[src/rtl/game_pos_writer_pkg.sv]
// Shared definitions for the game-state writer: FSM encoding, position-word offsets
// (also used by the VGA sprite reader) and the 640x480 vblank start line.
package game_pos_writer_pkg;

    typedef enum logic [2:0] {
        ST_IDLE   = 3'd0,
        ST_UPDATE = 3'd1,
        ST_WR0    = 3'd2,
        ST_WR1    = 3'd3,
        ST_DONE   = 3'd4
    } state_e;

    localparam int unsigned POS_CACTUS_X_OFS  = 32'd0;
    localparam int unsigned POS_MAN_Y_OFS     = 32'd1;
    localparam logic [9:0]  VBLANK_START_LINE = 10'd480;

endpackage

[src/rtl/game_pos_writer_if.sv]
// RAM write port (port A) carrying the position words into shared sprite RAM.
interface game_pos_writer_if #(
    parameter int ADDR_WIDTH = 16
) ();
    logic [ADDR_WIDTH-1:0] ram_addr_a;
    logic [15:0]           ram_data_a;
    logic                  ram_we_a;

    modport master (output ram_addr_a, output ram_data_a, output ram_we_a);
    modport slave  (input  ram_addr_a, input  ram_data_a, input  ram_we_a);
endinterface

[src/rtl/game_pos_writer_jump_physics.sv]
// Combinational jump physics: optional jump start, integration, landing and top clamp.
module game_pos_writer_jump_physics #(
    parameter logic [9:0] GROUND_Y = 10'd300,
    parameter logic [7:0] JUMP_VEL = 8'd12,
    parameter logic [7:0] GRAVITY  = 8'd1
) (
    input  logic [9:0]        man_y_i,
    input  logic signed [8:0] vel_i,
    input  logic              airborne_i,
    input  logic              jump_pending_i,
    output logic [9:0]        man_y_o,
    output logic signed [8:0] vel_o,
    output logic              airborne_o
);
    logic signed [8:0]  vel_s;
    logic               air_s;
    logic signed [11:0] y_next_s;
    logic signed [8:0]  vel_next_s;

    // A jump starts before integration, so the first airborne frame already moves.
    always_comb begin
        vel_s      = vel_i;
        air_s      = airborne_i;
        if (!airborne_i && jump_pending_i) begin
            vel_s = -$signed({1'b0, JUMP_VEL});
            air_s = 1'b1;
        end else begin
            vel_s = vel_i;
        end
        y_next_s   = $signed({2'b00, man_y_i}) + {{3{vel_s[8]}}, vel_s};
        vel_next_s = vel_s + $signed({1'b0, GRAVITY});
        man_y_o    = man_y_i;
        vel_o      = vel_s;
        airborne_o = air_s;
        if (air_s) begin
            if (y_next_s >= $signed({2'b00, GROUND_Y})) begin
                man_y_o    = GROUND_Y;
                vel_o      = 9'sd0;
                airborne_o = 1'b0;
            end else if (y_next_s < 12'sd0) begin
                man_y_o = 10'd0;
                vel_o   = 9'sd0;
            end else begin
                man_y_o = y_next_s[9:0];
                vel_o   = vel_next_s;
            end
        end else begin
            man_y_o = man_y_i;
        end
    end
endmodule

[src/rtl/game_pos_writer.sv]
// Per-frame game-state engine: scrolls the cactus, runs jump physics and writes both
// position words to sprite RAM. Define GAME_POS_JUMP_EDGE_EN for one jump per press.
module game_pos_writer
    import game_pos_writer_pkg::*;
#(
    parameter int                    ADDR_WIDTH     = 16,
    parameter logic [ADDR_WIDTH-1:0] POS_BASE       = 16'h8000,
    parameter logic [9:0]            WRITE_LINE     = 10'd482,
    parameter logic [9:0]            GROUND_Y       = 10'd300,
    parameter logic [7:0]            JUMP_VEL       = 8'd12,
    parameter logic [7:0]            GRAVITY        = 8'd1,
    parameter logic [9:0]            SCROLL_SPEED   = 10'd4,
    parameter logic [9:0]            CACTUS_START_X = 10'd639
) (
    input  logic                    pix_clk,
    input  logic                    reset,
    input  logic [9:0]              hcount_i,
    input  logic [9:0]              vcount_i,
    input  logic                    jump_btn_i,
    game_pos_writer_if.master       ram_if,
    output logic [9:0]              cactus_x_o,
    output logic [9:0]              man_y_o,
    output logic                    airborne_o,
    output logic                    frame_done_o
);
    state_e                  state_q, state_d;
    logic [9:0]              cactus_x_q, cactus_x_d;
    logic [9:0]              man_y_q, man_y_d;
    logic signed [8:0]       vel_q, vel_d;
    logic                    airborne_q, airborne_d;
    logic                    jump_pending_q, jump_pending_d;
    logic                    ram_we_q, ram_we_d;
    logic [ADDR_WIDTH-1:0]   ram_addr_q, ram_addr_d;
    logic [15:0]             ram_data_q, ram_data_d;
    logic                    frame_done_q, frame_done_d;
    logic                    trigger_s;
    logic                    jump_set_s;
    logic [9:0]              cactus_scroll_s;
    logic [9:0]              phys_y_s;
    logic signed [8:0]       phys_vel_s;
    logic                    phys_air_s;

    assign trigger_s = (hcount_i == 10'd0) && (vcount_i == WRITE_LINE);

`ifdef GAME_POS_JUMP_EDGE_EN
    logic [1:0] jump_sync_q;
    logic       jump_prev_q;

    // Synchronise the button and remember its last value for rising-edge detection.
    always_ff @(posedge pix_clk) begin
        if (reset) begin
            jump_sync_q <= 2'b00;
            jump_prev_q <= 1'b0;
        end else begin
            jump_sync_q <= {jump_sync_q[0], jump_btn_i};
            jump_prev_q <= jump_sync_q[1];
        end
    end

    assign jump_set_s = jump_sync_q[1] & ~jump_prev_q;
`else
    assign jump_set_s = jump_btn_i;
`endif

    game_pos_writer_jump_physics #(
        .GROUND_Y (GROUND_Y),
        .JUMP_VEL (JUMP_VEL),
        .GRAVITY  (GRAVITY)
    ) u_jump_physics (
        .man_y_i        (man_y_q),
        .vel_i          (vel_q),
        .airborne_i     (airborne_q),
        .jump_pending_i (jump_pending_q),
        .man_y_o        (phys_y_s),
        .vel_o          (phys_vel_s),
        .airborne_o     (phys_air_s)
    );

    // FSM state register.
    always_ff @(posedge pix_clk) begin
        if (reset) begin
            state_q <= ST_IDLE;
        end else begin
            state_q <= state_d;
        end
    end

    // Next-state logic; a trigger is only honoured in IDLE.
    always_comb begin
        state_d = state_q;
        case (state_q)
            ST_IDLE: begin
                if (trigger_s) begin
                    state_d = ST_UPDATE;
                end else begin
                    state_d = ST_IDLE;
                end
            end
            ST_UPDATE: state_d = ST_WR0;
            ST_WR0:    state_d = ST_WR1;
            ST_WR1:    state_d = ST_DONE;
            ST_DONE:   state_d = ST_IDLE;
            default:   state_d = ST_IDLE;
        endcase
    end

    // Game-state update and write-port values, decoded from the next state so the
    // registered port lines up with WR0/WR1.
    always_comb begin
        if (cactus_x_q < SCROLL_SPEED) begin
            cactus_scroll_s = CACTUS_START_X;
        end else begin
            cactus_scroll_s = cactus_x_q - SCROLL_SPEED;
        end
        cactus_x_d     = cactus_x_q;
        man_y_d        = man_y_q;
        vel_d          = vel_q;
        airborne_d     = airborne_q;
        jump_pending_d = jump_pending_q | jump_set_s;
        ram_we_d       = 1'b0;
        ram_addr_d     = ram_addr_q;
        ram_data_d     = ram_data_q;
        frame_done_d   = 1'b0;
        case (state_q)
            ST_UPDATE: begin
                cactus_x_d     = cactus_scroll_s;
                man_y_d        = phys_y_s;
                vel_d          = phys_vel_s;
                airborne_d     = phys_air_s;
                jump_pending_d = 1'b0;
            end
            default: begin
                cactus_x_d = cactus_x_q;
            end
        endcase
        case (state_d)
            ST_WR0: begin
                ram_we_d   = 1'b1;
                ram_addr_d = POS_BASE + ADDR_WIDTH'(POS_CACTUS_X_OFS);
                ram_data_d = {6'b000000, cactus_x_d};
            end
            ST_WR1: begin
                ram_we_d   = 1'b1;
                ram_addr_d = POS_BASE + ADDR_WIDTH'(POS_MAN_Y_OFS);
                ram_data_d = {6'b000000, man_y_d};
            end
            ST_DONE: begin
                frame_done_d = 1'b1;
            end
            default: begin
                ram_we_d = 1'b0;
            end
        endcase
    end

    // Datapath and output registers.
    always_ff @(posedge pix_clk) begin
        if (reset) begin
            cactus_x_q     <= CACTUS_START_X;
            man_y_q        <= GROUND_Y;
            vel_q          <= 9'sd0;
            airborne_q     <= 1'b0;
            jump_pending_q <= 1'b0;
            ram_we_q       <= 1'b0;
            ram_addr_q     <= '0;
            ram_data_q     <= 16'd0;
            frame_done_q   <= 1'b0;
        end else begin
            cactus_x_q     <= cactus_x_d;
            man_y_q        <= man_y_d;
            vel_q          <= vel_d;
            airborne_q     <= airborne_d;
            jump_pending_q <= jump_pending_d;
            ram_we_q       <= ram_we_d;
            ram_addr_q     <= ram_addr_d;
            ram_data_q     <= ram_data_d;
            frame_done_q   <= frame_done_d;
        end
    end

    assign ram_if.ram_we_a   = ram_we_q;
    assign ram_if.ram_addr_a = ram_addr_q;
    assign ram_if.ram_data_a = ram_data_q;
    assign cactus_x_o        = cactus_x_q;
    assign man_y_o           = man_y_q;
    assign airborne_o        = airborne_q;
    assign frame_done_o      = frame_done_q;
endmodule

[src/flat_wrapper.sv]
// flat-port wrapper written by rule: the top's interface ports become plain ports
module game_pos_writer_flat import game_pos_writer_pkg::*;
#(
    parameter int                    ADDR_WIDTH     = 16,
    parameter logic [ADDR_WIDTH-1:0] POS_BASE       = 16'h8000,
    parameter logic [9:0]            WRITE_LINE     = 10'd482,
    parameter logic [9:0]            GROUND_Y       = 10'd300,
    parameter logic [7:0]            JUMP_VEL       = 8'd12,
    parameter logic [7:0]            GRAVITY        = 8'd1,
    parameter logic [9:0]            SCROLL_SPEED   = 10'd4,
    parameter logic [9:0]            CACTUS_START_X = 10'd639
)
  (pix_clk, reset, hcount_i, vcount_i, jump_btn_i, cactus_x_o, man_y_o, airborne_o, frame_done_o, ram_if_ram_addr_a, ram_if_ram_data_a, ram_if_ram_we_a);
  game_pos_writer_if #(.ADDR_WIDTH(ADDR_WIDTH)) ram_if_i ();
  input  logic pix_clk;
  input  logic reset;
  input  logic [9:0] hcount_i;
  input  logic [9:0] vcount_i;
  input  logic jump_btn_i;
  output logic [9:0] cactus_x_o;
  output logic [9:0] man_y_o;
  output logic airborne_o;
  output logic frame_done_o;
  output wire logic [$bits(ram_if_i.ram_addr_a)-1:0] ram_if_ram_addr_a;
  output wire logic [$bits(ram_if_i.ram_data_a)-1:0] ram_if_ram_data_a;
  output wire logic [$bits(ram_if_i.ram_we_a)-1:0] ram_if_ram_we_a;
  assign ram_if_ram_addr_a = ram_if_i.ram_addr_a;
  assign ram_if_ram_data_a = ram_if_i.ram_data_a;
  assign ram_if_ram_we_a = ram_if_i.ram_we_a;
  game_pos_writer #(.ADDR_WIDTH(ADDR_WIDTH), .POS_BASE(POS_BASE), .WRITE_LINE(WRITE_LINE), .GROUND_Y(GROUND_Y), .JUMP_VEL(JUMP_VEL), .GRAVITY(GRAVITY), .SCROLL_SPEED(SCROLL_SPEED), .CACTUS_START_X(CACTUS_START_X)) u_core (.pix_clk(pix_clk), .reset(reset), .hcount_i(hcount_i), .vcount_i(vcount_i), .jump_btn_i(jump_btn_i), .ram_if(ram_if_i), .cactus_x_o(cactus_x_o), .man_y_o(man_y_o), .airborne_o(airborne_o), .frame_done_o(frame_done_o));
endmodule
[config.mk]
export PLATFORM = sky130hd
export DESIGN_NAME = game_pos_writer_flat
export DESIGN_NICKNAME = d
export VERILOG_FILES = /design/src/rtl/game_pos_writer_pkg.sv /design/src/rtl/game_pos_writer_if.sv /design/src/rtl/game_pos_writer_jump_physics.sv /design/src/rtl/game_pos_writer.sv /design/src/flat_wrapper.sv
export SDC_FILE = /design/constraint.sdc
export NUM_CORES = 1
export LEC_CHECK = 0
export CAP_MARGIN = 20
export CELL_PAD_IN_SITES_DETAIL_PLACEMENT = 1
export CELL_PAD_IN_SITES_GLOBAL_PLACEMENT = 2
export CORE_AREA = 4 4 118 120
export DETAILED_ROUTE_END_ITERATION = 16
export DIE_AREA = 0 0 122 124
export PLACE_DENSITY_LB_ADDON = 0.1
export SYNTH_ARGS = -nofsm -noshare
export SYNTH_HDL_FRONTEND = slang
export SYNTH_HIERARCHICAL = 1
export SYNTH_SLANG_ARGS = --single-unit
[constraint.sdc]
create_clock -name pix_clk -period 4.4 [get_ports pix_clk]
set_input_delay 0.44 -clock pix_clk [delete_from_list [all_inputs] [get_ports pix_clk]]
set_output_delay 0.44 -clock pix_clk [all_outputs]
set_load 0.01 [all_outputs]
## Yosys cells after proc, flatten, opt, wreduce, memory -nomap -nowiden

Cells that the tools add are included.

- Flip-flop bits (word level): 68
- Bits in latches: 0
- Memory bits (writable): 0
- Memory bits (read-only): 0
- Bits of input ports: 23
- Output and inout bits: 55
- Word-level logic and storage cells: 51
- Memories: 0

- Add/subtract/negate cells: 3
- Multiply operators: 0
- Div/mod/pow operators: 0
- Order comparisons: 3
- Eq/ne operators: 7
- Shifts and indexed selects: 0
- Mux-type cells: 19
- Bitwise gates (word level): 1
- Reductions and logical operators: 8

Operators with widths:

| kind | count |
|---|---|
| one-hot mux 16 bit (2 select lines) | 2 |
| 2-to-1 mux 10 bit | 6 |
| 2-to-1 mux 9 bit | 4 |
| adder 11 x 9 -> 12 bit | 1 |
| == test 3 x 2 -> 1 bit, second input constant | 4 |
| greater-or-equal comparator 12 x 10 -> 1 bit, second input constant | 1 |
| < comparator 12 x 1 -> 1 bit, second input constant | 1 |
| one-hot mux 3 bit (4 select lines) | 1 |
| == test 10 x 9 -> 1 bit, second input constant | 1 |
| zero test 10 bit | 1 |
| < comparator 10 x 3 -> 1 bit, second input constant | 1 |
| subtractor 10 x 3 -> 10 bit, second input constant | 1 |
| adder 9 x 2 -> 9 bit, second input constant | 1 |
| 2-to-1 mux 1 bit | 6 |
| OR reduction 2 bit | 2 |
| == test 3 x 1 -> 1 bit, second input constant | 1 |
| == test 3 bit, second input constant | 1 |
| zero test 3 bit | 1 |
| logical AND 1 bit | 2 |
| nonzero test 2 bit | 1 |
| zero test 1 bit | 1 |
| OR 1 bit | 1 |

## Depth between registers and ports, before layout

Gate-level depths: netlist (run 1).

- Depth in word-level cells: 10
- Gate-level depth with buffers: 18
- Mapped depth without buffers: 14

## Modules after synthesis

Netlist (run 1), hierarchy kept.

By module, submodules not included:

| module | times used | cells an instance | area an instance (µm²) | sequential area each (µm²) |
|---|---|---|---|---|
| game_pos_writer | 1 | 266 | 2,227.1 | 960.9 |
| game_pos_writer_jump_physics | 1 | 204 | 1,431.4 | 0.0 |

## Worst setup path before layout (run 1)

OpenSTA, ideal clock, no wires.

- Path type: register to register
- Start: register u_core.airborne_q (netlist: u_core/airborne_o)
- End: register u_core.man_y_q[4] (netlist: u_core/man_y_o[4])
- Setup time: 0.070 ns
- Arrival time: 3.458 ns
- Required time: 4.330 ns
- Path slack: 0.872 ns
- Stages on the path, launching flop included: 19
- Path buffers: 5
- Period minus slack after synthesis: 3.528 ns
- Cell sequence: dfxtp_1 -> buf_6 -> nand2b_4 -> buf_6 -> clkbuf_1 -> nand2b_1 -> ha_1 -> and3b_1 -> nand3_1 -> nor4bb_1 -> buf_2 -> o21a_2 -> a22oi_2 -> nor4b_4 -> o21ai_2 -> buf_6 -> o31ai_2 -> nand2_1 -> a21oi_1

- Longest elaborated chain between the ends: 9
- Elaborated cells between the ends (all ways): 11
- Classes of those cells: 1 x add/sub; 2 x order compare; 6 x mux; 2 x reduce/logical

Ends and longest elaborated chain:

| item | RTL line | RTL |
|---|---|---|
| start: declaration | game_pos_writer.sv:30 | `logic airborne_q, airborne_d;` |
| start signal: assignment | game_pos_writer.sv:172 | `airborne_q <= airborne_d;` |
| zero test 1 bit | game_pos_writer_jump_physics.sv:24 | `if (!airborne_i && jump_pending_i) begin` |
| logical AND 1 bit | game_pos_writer_jump_physics.sv:24 |  |
| 2-to-1 mux 9 bit | game_pos_writer_jump_physics.sv:24 |  |
| adder 11 x 9 -> 12 bit | game_pos_writer_jump_physics.sv:30 | `y_next_s = $signed({2'b00, man_y_i}) + {{3{vel_s[8]}}, vel_s};` |
| < comparator 12 x 1 -> 1 bit | game_pos_writer_jump_physics.sv:40 | `end else if (y_next_s < 12'sd0) begin` |
| 2-to-1 mux 10 bit | game_pos_writer_jump_physics.sv:40 |  |
| 2-to-1 mux 10 bit | game_pos_writer_jump_physics.sv:36 | `if (y_next_s >= $signed({2'b00, GROUND_Y})) begin` |
| 2-to-1 mux 10 bit * | game_pos_writer_jump_physics.sv:35 | `if (air_s) begin` |
| net u_core.phys_y_s[4] | game_pos_writer.sv:39 | `logic [9:0] phys_y_s;` |
| 2-to-1 mux 10 bit * | game_pos_writer.sv:124 | `case (state_q)` |
| end signal: assignment | game_pos_writer.sv:170 | `man_y_q <= man_y_d;` |
| end: declaration | game_pos_writer.sv:28 | `logic [9:0] man_y_q, man_y_d;` |

The timed path passes the listed nets; every way through them passes the cells marked *.
A chain may end at the register's enable or synchronous reset.

## Worst setup path in the final report (run 1)

- Start: register u_core.airborne_q (netlist: u_core/airborne_o)
- End: register u_core.vel_q[0]

- Longest elaborated chain between the ends: 8
- Elaborated cells between the ends (all ways): 11
- Classes of those cells: 2 x add/sub; 2 x order compare; 5 x mux; 2 x reduce/logical

Ends and longest elaborated chain:

| item | RTL line | RTL |
|---|---|---|
| zero test 1 bit | game_pos_writer_jump_physics.sv:24 |  |
| logical AND 1 bit | game_pos_writer_jump_physics.sv:24 |  |
| 2-to-1 mux 9 bit | game_pos_writer_jump_physics.sv:24 |  |
| adder 11 x 9 -> 12 bit | game_pos_writer_jump_physics.sv:30 |  |
| < comparator 12 x 1 -> 1 bit | game_pos_writer_jump_physics.sv:40 |  |
| 2-to-1 mux 9 bit | game_pos_writer_jump_physics.sv:40 |  |
| 2-to-1 mux 9 bit | game_pos_writer_jump_physics.sv:36 |  |
| 2-to-1 mux 9 bit * | game_pos_writer_jump_physics.sv:35 |  |
| net u_core.phys_vel_s[0] | game_pos_writer.sv:40 | `logic signed [8:0] phys_vel_s;` |
| end signal: assignment | game_pos_writer.sv:171 | `vel_q <= vel_d;` |
| end: declaration | game_pos_writer.sv:29 | `logic signed [8:0] vel_q, vel_d;` |

Marked as above.

==> impl_metrics.py, run 1 <==
metrics = {
    "run_status": {
        "outcome": "completed",
    },
    "floorplanning": {
        "floorplan.die.height_um": 124,
        "num_io_pins": 78,
        "design.core.area_sq_mm": 0.0130,
        "design.die.area_sq_mm": 0.0151,
        "floorplan.initialDensity_pct": 28.2,
        "die_width_um": 122,
        "rows": 42,
    },
    "drt": {
        "total_length_of_routed_wires_mm": 12.2,
        "initialDrtViolationCount": 210,
        "route.detailed.drc": 0,
        "wl_per_cell_um": 17.7,
        "drt-pass1-iter-count": 4,
        "average_via_count_per_standard_cell": 5.11,
        "dr_total_vias": 3531,
        "detail-route-antenna-nets": 0,
    },
    "place": {
        "finalWeightedCongestion": 0.854,
        "count_of_buffers_inserted_at_the_top_level_ports": 57,
        "dpl.hpwl_mm": 8.85,
        "placed_instances": 683,
    },
    "flow_run": {
        "count_of_maximum_capacitance_violations": 0,
    },
    "sta": {
        "unrepaired_setup_endpoints_after_global_routing": "no",
        "min_period_ns": 3.52,
        "setup-tns-final_ns": 0,
        "final_min_period_over_clock_period_pct": 80.0,
        "slew_viol_final": 0,
        "hold_violations": 0,
        "tightest_slew_ns": 0.758,
        "max_slew_margin_pct": 49.4,
        "timing.fmax_ghz": 0.284,
        "setup_viol": 0,
        "worst_case_clock_skew_ns": 0.0123,
    },
    "final_layout": {
        "area.growth.synth_to_final_pct": 21.9,
        "proportion_of_layout_cells_with_a_drive_suffix_above_1_pct": 9.51,
        "nets": 550,
        "fin_cells": 691,
        "antenna-diode-count": 0,
    },
    "global_route": {
        "gr-total-overflow": 0,
        "first_global_vias": 3594,
        "global_route_wire_length_before_repair_mm": 19.8,
        "grt_start_max_net_pins": 43,
        "number_of_antenna_violations_at_the_first_check_in_global_routing": 0,
        "total_routing_usage_gr_pct": 16.7,
    },
    "clock_network": {
        "clk_pin_slew_ns": 0.08,
        "clk_path_buf_depth": 2,
        "cts_tree": "yes",
        "post-cts-setup-buffers": 0,
        "clock-root-buffer": "clkbuf_16",
        "cts-buffers-inserted": 5,
        "insertion_delay_ns": 0.30,
        "cts.htree.levels": 2,
        "cts.sinks": 48,
        "cts_resized": 0,
        "hold_buffers": 0,
    },
    "power_and_ir_drop": {
        "total_leakage_power_nw": 1.73,
        "peakVddDrop_v": 0.000136,
        "power.density_cell_area_mw_per_mm2": 250,
    },
    "yosys": {
        "asyncSetResetFlopFracSynth_pct": 0,
        "netlist_area_sq_mm": 0.00366,
        "syn_inst": 470,
        "ys_warn_count": 6,
        "dominantRegCellSynth": "dfxtp_1",
        "synth_area_per_cell_sq_um": 7.78,
        "yosysSeqAreaShare_pct": 26.3,
        "yosysUniqueCellTypes": 78,
        "count_of_flip_flops_with_a_built_in_enable_after_synthesis": 0,
        "flops_latches_synth": 48,
    },
    "hold_path": {
        "hold_path.class": "flip-flop to flip-flop",
    },
    "critical_path": {
        "crit_required_ns": 4.57,
        "criticalPathCategory": "flip-flop to flip-flop",
        "critical_path_arrival_ns": 3.69,
        "crit_path_end_kind": "flip-flop",
        "setup.worst_path.start_class": "flip-flop",
        "critical_path.max_fanout": 19,
    },
}
## critical path, cell delays in order (launching register included)
cell and delay, ns:
dfxtp_1 0.41, nand2b_4 0.30, nand2b_1 0.13, ha_1 0.33, and3b_1 0.19, nand3_1 0.07, nor4bb_1 0.26, buf_4 0.21
o21ai_0 0.12, xor2_1 0.30, a211oi_4 0.11, o21ai_2 0.60, a221oi_1 0.20, nand2_1 0.09, a21oi_1 0.05
## sequential cells by signal, indices dropped and copies added (netlist names)
signal,cells
u_core/vel_q,9
u_core/frame_done_o,1
u_core/cactus_x_o,10
u_core/state_q,3
u_core/ram_if.ram_data_a,10
u_core/airborne_o,1
u_core/ram_if.ram_addr_a,2
u_core/jump_pending_q,1
u_core/ram_if.ram_we_a,1
u_core/man_y_o,10
## cells in the final DEF (no fill, tap or decap), drive strengths merged, types with 9 or more instances in the layout
master | synthesis | routed
a21oi | 34 | 34
buf | 39 | 12
dfxtp | 48 | 48
nand3 | 12 | 12
and3 | 9 | 9
or3 | 11 | 11
nand2 | 75 | 75
nor3 | 12 | 12
o21ai | 26 | 26
inv | 11 | 12
clkdlybuf4s50 | 0 | 57
ha | 13 | 13
nor2 | 30 | 30
conb | 1 | 20
xnor2 | 9 | 9
o211ai | 15 | 15
## layout make-up
class,instances,area (sq um)
Multi-Input combinational cell,379,2400
Sequential cell,48,961
Inverter,11,41.3
Tap cell,176,220
Timing Repair Buffer,69,661
Clock inverter,3,46.3
Clock buffer,5,125
Fill cell,1570,8520
## metal layers
| metal | vias to the layer above | part of all wire, % | global-route usage (%) |
|---|---|---|---|
| met5 | - | 0 | 0 |
| met4 | 0 | 0.70 | 3.08 |
| met3 | 5 | 3.3 | 3.45 |
| met2 | 59 | 45 | 26.6 |
| met1 | 1716 | 51 | 23.5 |
| li1 | 1751 | - | - |
## cells in the mapped netlist (5+ instances only)
library cell	n	area, sq um
buf_4	23	173
nor3_1	11	55.1
dfxtp_1	48	961
or3_1	11	68.8
o21bai_1	7	52.6
nor2b_1	5	31.3
a31oi_1	5	31.3
o21ai_0	18	90.1
and3_1	7	43.8
nor2_1	30	113
ha_1	13	163
nand2_1	75	282
xor2_1	6	52.6
o2111ai_1	5	43.8
a211oi_1	6	45.0
inv_1	10	37.5
o211ai_1	12	90.1
o21ai_1	7	35.0
nand3_1	12	60.1
a21o_1	5	37.5
xnor2_1	8	70.1
buf_2	12	60.1
clkbuf_1	11	41.3
a221oi_1	6	52.6
a21oi_1	33	165
## metrics by stage
step	utilization [%]	power (mW)	worst slack, ns	instance area, sq um	hold WS (ns)
2_1_floorplan	-	0.599	0.872	3730	0.435
3_3_place_gp	33.0	0.650	0.940	4290	0.441
6_report	34.3	1.11	0.879	4460	0.458
5_1_grt	34.3	1.16	0.478	4460	0.498
3_5_place_dp	33.0	0.652	0.906	4290	0.444
4_1_cts	34.3	1.13	0.885	4460	0.465
## cells by family (layout without fill, tap and decap cells)
kind of cell	after synthesis	after routing	synth area share (%)
AND/OR/NAND/NOR	189	189	26.9
AO/OA/AOI/OAI	138	138	27.4
multiplexers	3	3	0.821
flip-flops	48	48	26.3
adder cells (fa/ha/maj)	14	14	4.75
other	1	20	0.103
XOR/XNOR	15	15	3.80
buffers and inverters	62	88	9.99
## power breakdown
part	leakage (nW)	switching, mW	internal [mW]
registers	0.387	0.000326	0.435
logic	1.27	0.129	0.0779
clock network	0.0804	0.199	0.271
total	1.73	0.329	0.784
## worst paths after layout
check | from | to | depth (start not counted) | slack [ns]
worst min-delay path | u_core/cactus_x_o[0]$_SDFF_PP1_ | u_core/cactus_x_o[0]$_SDFF_PP1_ | 2 | 0.46
worst min register to register | u_core/cactus_x_o[0]$_SDFF_PP1_ | u_core/cactus_x_o[0]$_SDFF_PP1_ | 2 | 0.46
worst max-delay path | u_core/airborne_o$_SDFFE_PP0N_ | u_core/vel_q[0]$_SDFFE_PP0N_ | 14 | 0.88
worst max register to register | u_core/airborne_o$_SDFFE_PP0N_ | u_core/vel_q[0]$_SDFFE_PP0N_ | 14 | 0.88
Note: power is estimated with default switching activity, not from simulation.
==> inputs of run 2 (changes only) <==
==> constraint.sdc (replaced) <==
create_clock -name pix_clk -period 3.7 [get_ports pix_clk]
set_input_delay 0.37 -clock pix_clk [delete_from_list [all_inputs] [get_ports pix_clk]]
set_output_delay 0.37 -clock pix_clk [all_outputs]
set_load 0.01 [all_outputs]
==> impl_metrics.py, run 2 (same netlist as run 1, synthesis figures left out) <==
metrics = {
    "sta": {
        "min_period_ns": 3.42,
        "final_min_period_over_clock_period_pct": 92.4,
        "max_slew_margin_pct": 39.0,
        "holdWs_ns": 0.460,
        "setup-tns-final_ns": 0,
        "tightest_slew_ns": 0.914,
        "hold_violations": 0,
        "unrepaired_setup_endpoints_after_global_routing": "no",
        "timing.fmax_ghz": 0.293,
        "worst_case_clock_skew_ns": 0.0106,
        "postLayoutSetupSlackWorst_ns": 0.282,
        "slew_viol_final": 0,
        "setup_viol": 0,
    },
    "power_and_ir_drop": {
        "power.density_cell_area_mw_per_mm2": 281,
        "total_leakage_power_nw": 1.78,
        "peakVddDrop_v": 0.000160,
    },
    "drt": {
        "wl_per_cell_um": 18.3,
        "total_length_of_routed_wires_mm": 12.8,
        "dr_total_vias": 3628,
        "average_via_count_per_standard_cell": 5.18,
        "initialDrtViolationCount": 194,
        "detail-route-antenna-nets": 0,
        "route.detailed.drc": 0,
        "drt-pass1-iter-count": 4,
    },
    "run_status": {
        "outcome": "completed",
    },
    "clock_network": {
        "clk_pin_slew_ns": 0.07,
        "cts.htree.levels": 2,
        "cts_tree": "yes",
        "cts-buffers-inserted": 5,
        "clock-root-buffer": "clkbuf_16",
        "insertion_delay_ns": 0.30,
        "post-cts-setup-buffers": 0,
        "cts.sinks": 48,
        "clk_path_buf_depth": 2,
    },
    "critical_path": {
        "criticalPathCategory": "flip-flop to flip-flop",
        "crit_path_max_incr_delay_ns": 0.42,
        "crit_required_ns": 3.93,
        "critPathBufInv": 1,
        "critical_path_arrival_ns": 3.65,
        "timing.critical_path.cells": "nor2b_1 > nor2_1 > ha_1 > ha_1 > a21o_1 > a41o_1 > o2111ai_2 > nand2_1 > a21oi_1 > xor2_1 > buf_4 > o211ai_1 > a221oi_1 > nand2_1 > a21oi_1",
        "critical_path.slowest_cell": "dfxtp_1",
        "critical_path.max_fanout": 17,
        "crit_path_end_kind": "flip-flop",
        "critical_path.top_delay_family": "compound AO/OA/AOI/OAI gates",
        "setup.worst_path.start_class": "flip-flop",
    },
    "place": {
        "dpl.hpwl_mm": 9.28,
        "count_of_buffers_inserted_at_the_top_level_ports": 57,
        "post_dp_cell_area_sq_mm": 0.00436,
        "finalWeightedCongestion": 0.811,
        "preCtsSetupSlack_ns": 0.244,
    },
    "hold_path": {
        "hold_path.class": "flip-flop to flip-flop",
    },
    "final_layout": {
        "proportion_of_layout_cells_with_a_drive_suffix_above_1_pct": 11.4,
        "fillCellCount": 1603,
        "fin_area_sq_mm": 0.00454,
        "layout.core_utilization_pct": 35.0,
        "area.sequential_sq_um": 961,
        "nets": 560,
        "antenna-diode-count": 0,
        "layout.cells.most_common_list": "75 x nand2_1, 57 x clkdlybuf4s50_1, 48 x dfxtp_1",
        "layout_commonest_cell": "nand2_1",
        "area.growth.synth_to_final_pct": 24.2,
        "multi_input_area_sq_mm": 0.00243,
    },
    "global_route": {
        "first_global_vias": 3744,
        "grt_start_max_net_pins": 42,
        "total_routing_usage_gr_pct": 17.7,
        "number_of_antenna_violations_at_the_first_check_in_global_routing": 0,
        "gr-total-overflow": 0,
        "global_route_wire_length_before_repair_mm": 21.0,
    },
    "floorplanning": {
        "rows": 42,
        "die_width_um": 122,
        "num_io_pins": 78,
        "design.die.area_sq_mm": 0.0151,
        "floorplan.die.height_um": 124,
        "floorplan.initialDensity_pct": 28.2,
        "design.core.area_sq_mm": 0.0130,
    },
    "flow_run": {
        "count_of_maximum_capacitance_violations": 0,
    },
}
==> run 2: cell count changes in the layout (fill, tap and decap cells not counted) <==
cell,before,now
a41oi_2,0,1
buf_6,0,1
clkbuf_8,0,1
buf_4,12,21
o21ai_2,1,0
o21ai_4,0,1
o31ai_4,0,1
clkinvlp_4,1,2
o31ai_2,2,1
inv_6,1,0
a41oi_1,1,0
bufinv_16,1,0
==> run 2: area by class of cell <==
class                   instances  share of cell area [%]
clock buffers                   6                    3.06
clock inverters                 2                   0.330
inverters                      11                   0.909
multi-input cells             379                    53.4
flip-flops and latches         48                    21.2
well taps                     176                    4.85
repair buffers                 79                    16.3
==> run 2: worst paths after layout <==
| path | from | to | slack, ns | cells after the start |
|---|---|---|---|---|
| worst min register to register | u_core/cactus_x_o[1]$_SDFF_PP1_ | u_core/cactus_x_o[1]$_SDFF_PP1_ | 0.46 | 2 |
| worst max-delay path | u_core/jump_pending_q$_SDFF_PP0_ | u_core/vel_q[0]$_SDFFE_PP0N_ | 0.28 | 15 |
| worst min-delay path | u_core/cactus_x_o[1]$_SDFF_PP1_ | u_core/cactus_x_o[1]$_SDFF_PP1_ | 0.46 | 2 |
| worst max register to register | u_core/jump_pending_q$_SDFF_PP0_ | u_core/vel_q[0]$_SDFFE_PP0N_ | 0.28 | 15 |
==> run 2: report_power, final <==
| group | leakage (nW) | internal, mW | switching, mW |
|---|---|---|---|
| Clock | 0.0691 | 0.270 | 0.226 |
| Sequential | 0.387 | 0.517 | 0.00133 |
| Combinational | 1.32 | 0.103 | 0.159 |
==> run 2: tightest hold or removal path: stages (launching register included) <==
cell and delay (ns):
dfxtp_1 0.33, inv_1 0.05, nand2_1 0.05
==> run 2: stage by stage <==
stage          power (mW)  std cells
4_1_cts              1.30        701
3_5_place_dp        0.786        693
6_report             1.28        701
5_1_grt              1.35        701
2_1_floorplan       0.713        489
3_3_place_gp        0.784        693
==> run 2: metal layers <==
metal / track usage [%] / routed length (um) / vias up
met3: 2.59 / 565 / 8
met5: 0 / 0 / -
met2: 28.5 / 5880 / 84
met1: 25.0 / 6250 / 1759
met4: 4.62 / 136 / 0
li1: - / - / 1777
==> run 2: what timing repair did <==
action                     CTS  global route
hold buffers                 0             0
setup endpoints to repair    0             7
resized for setup            0             4
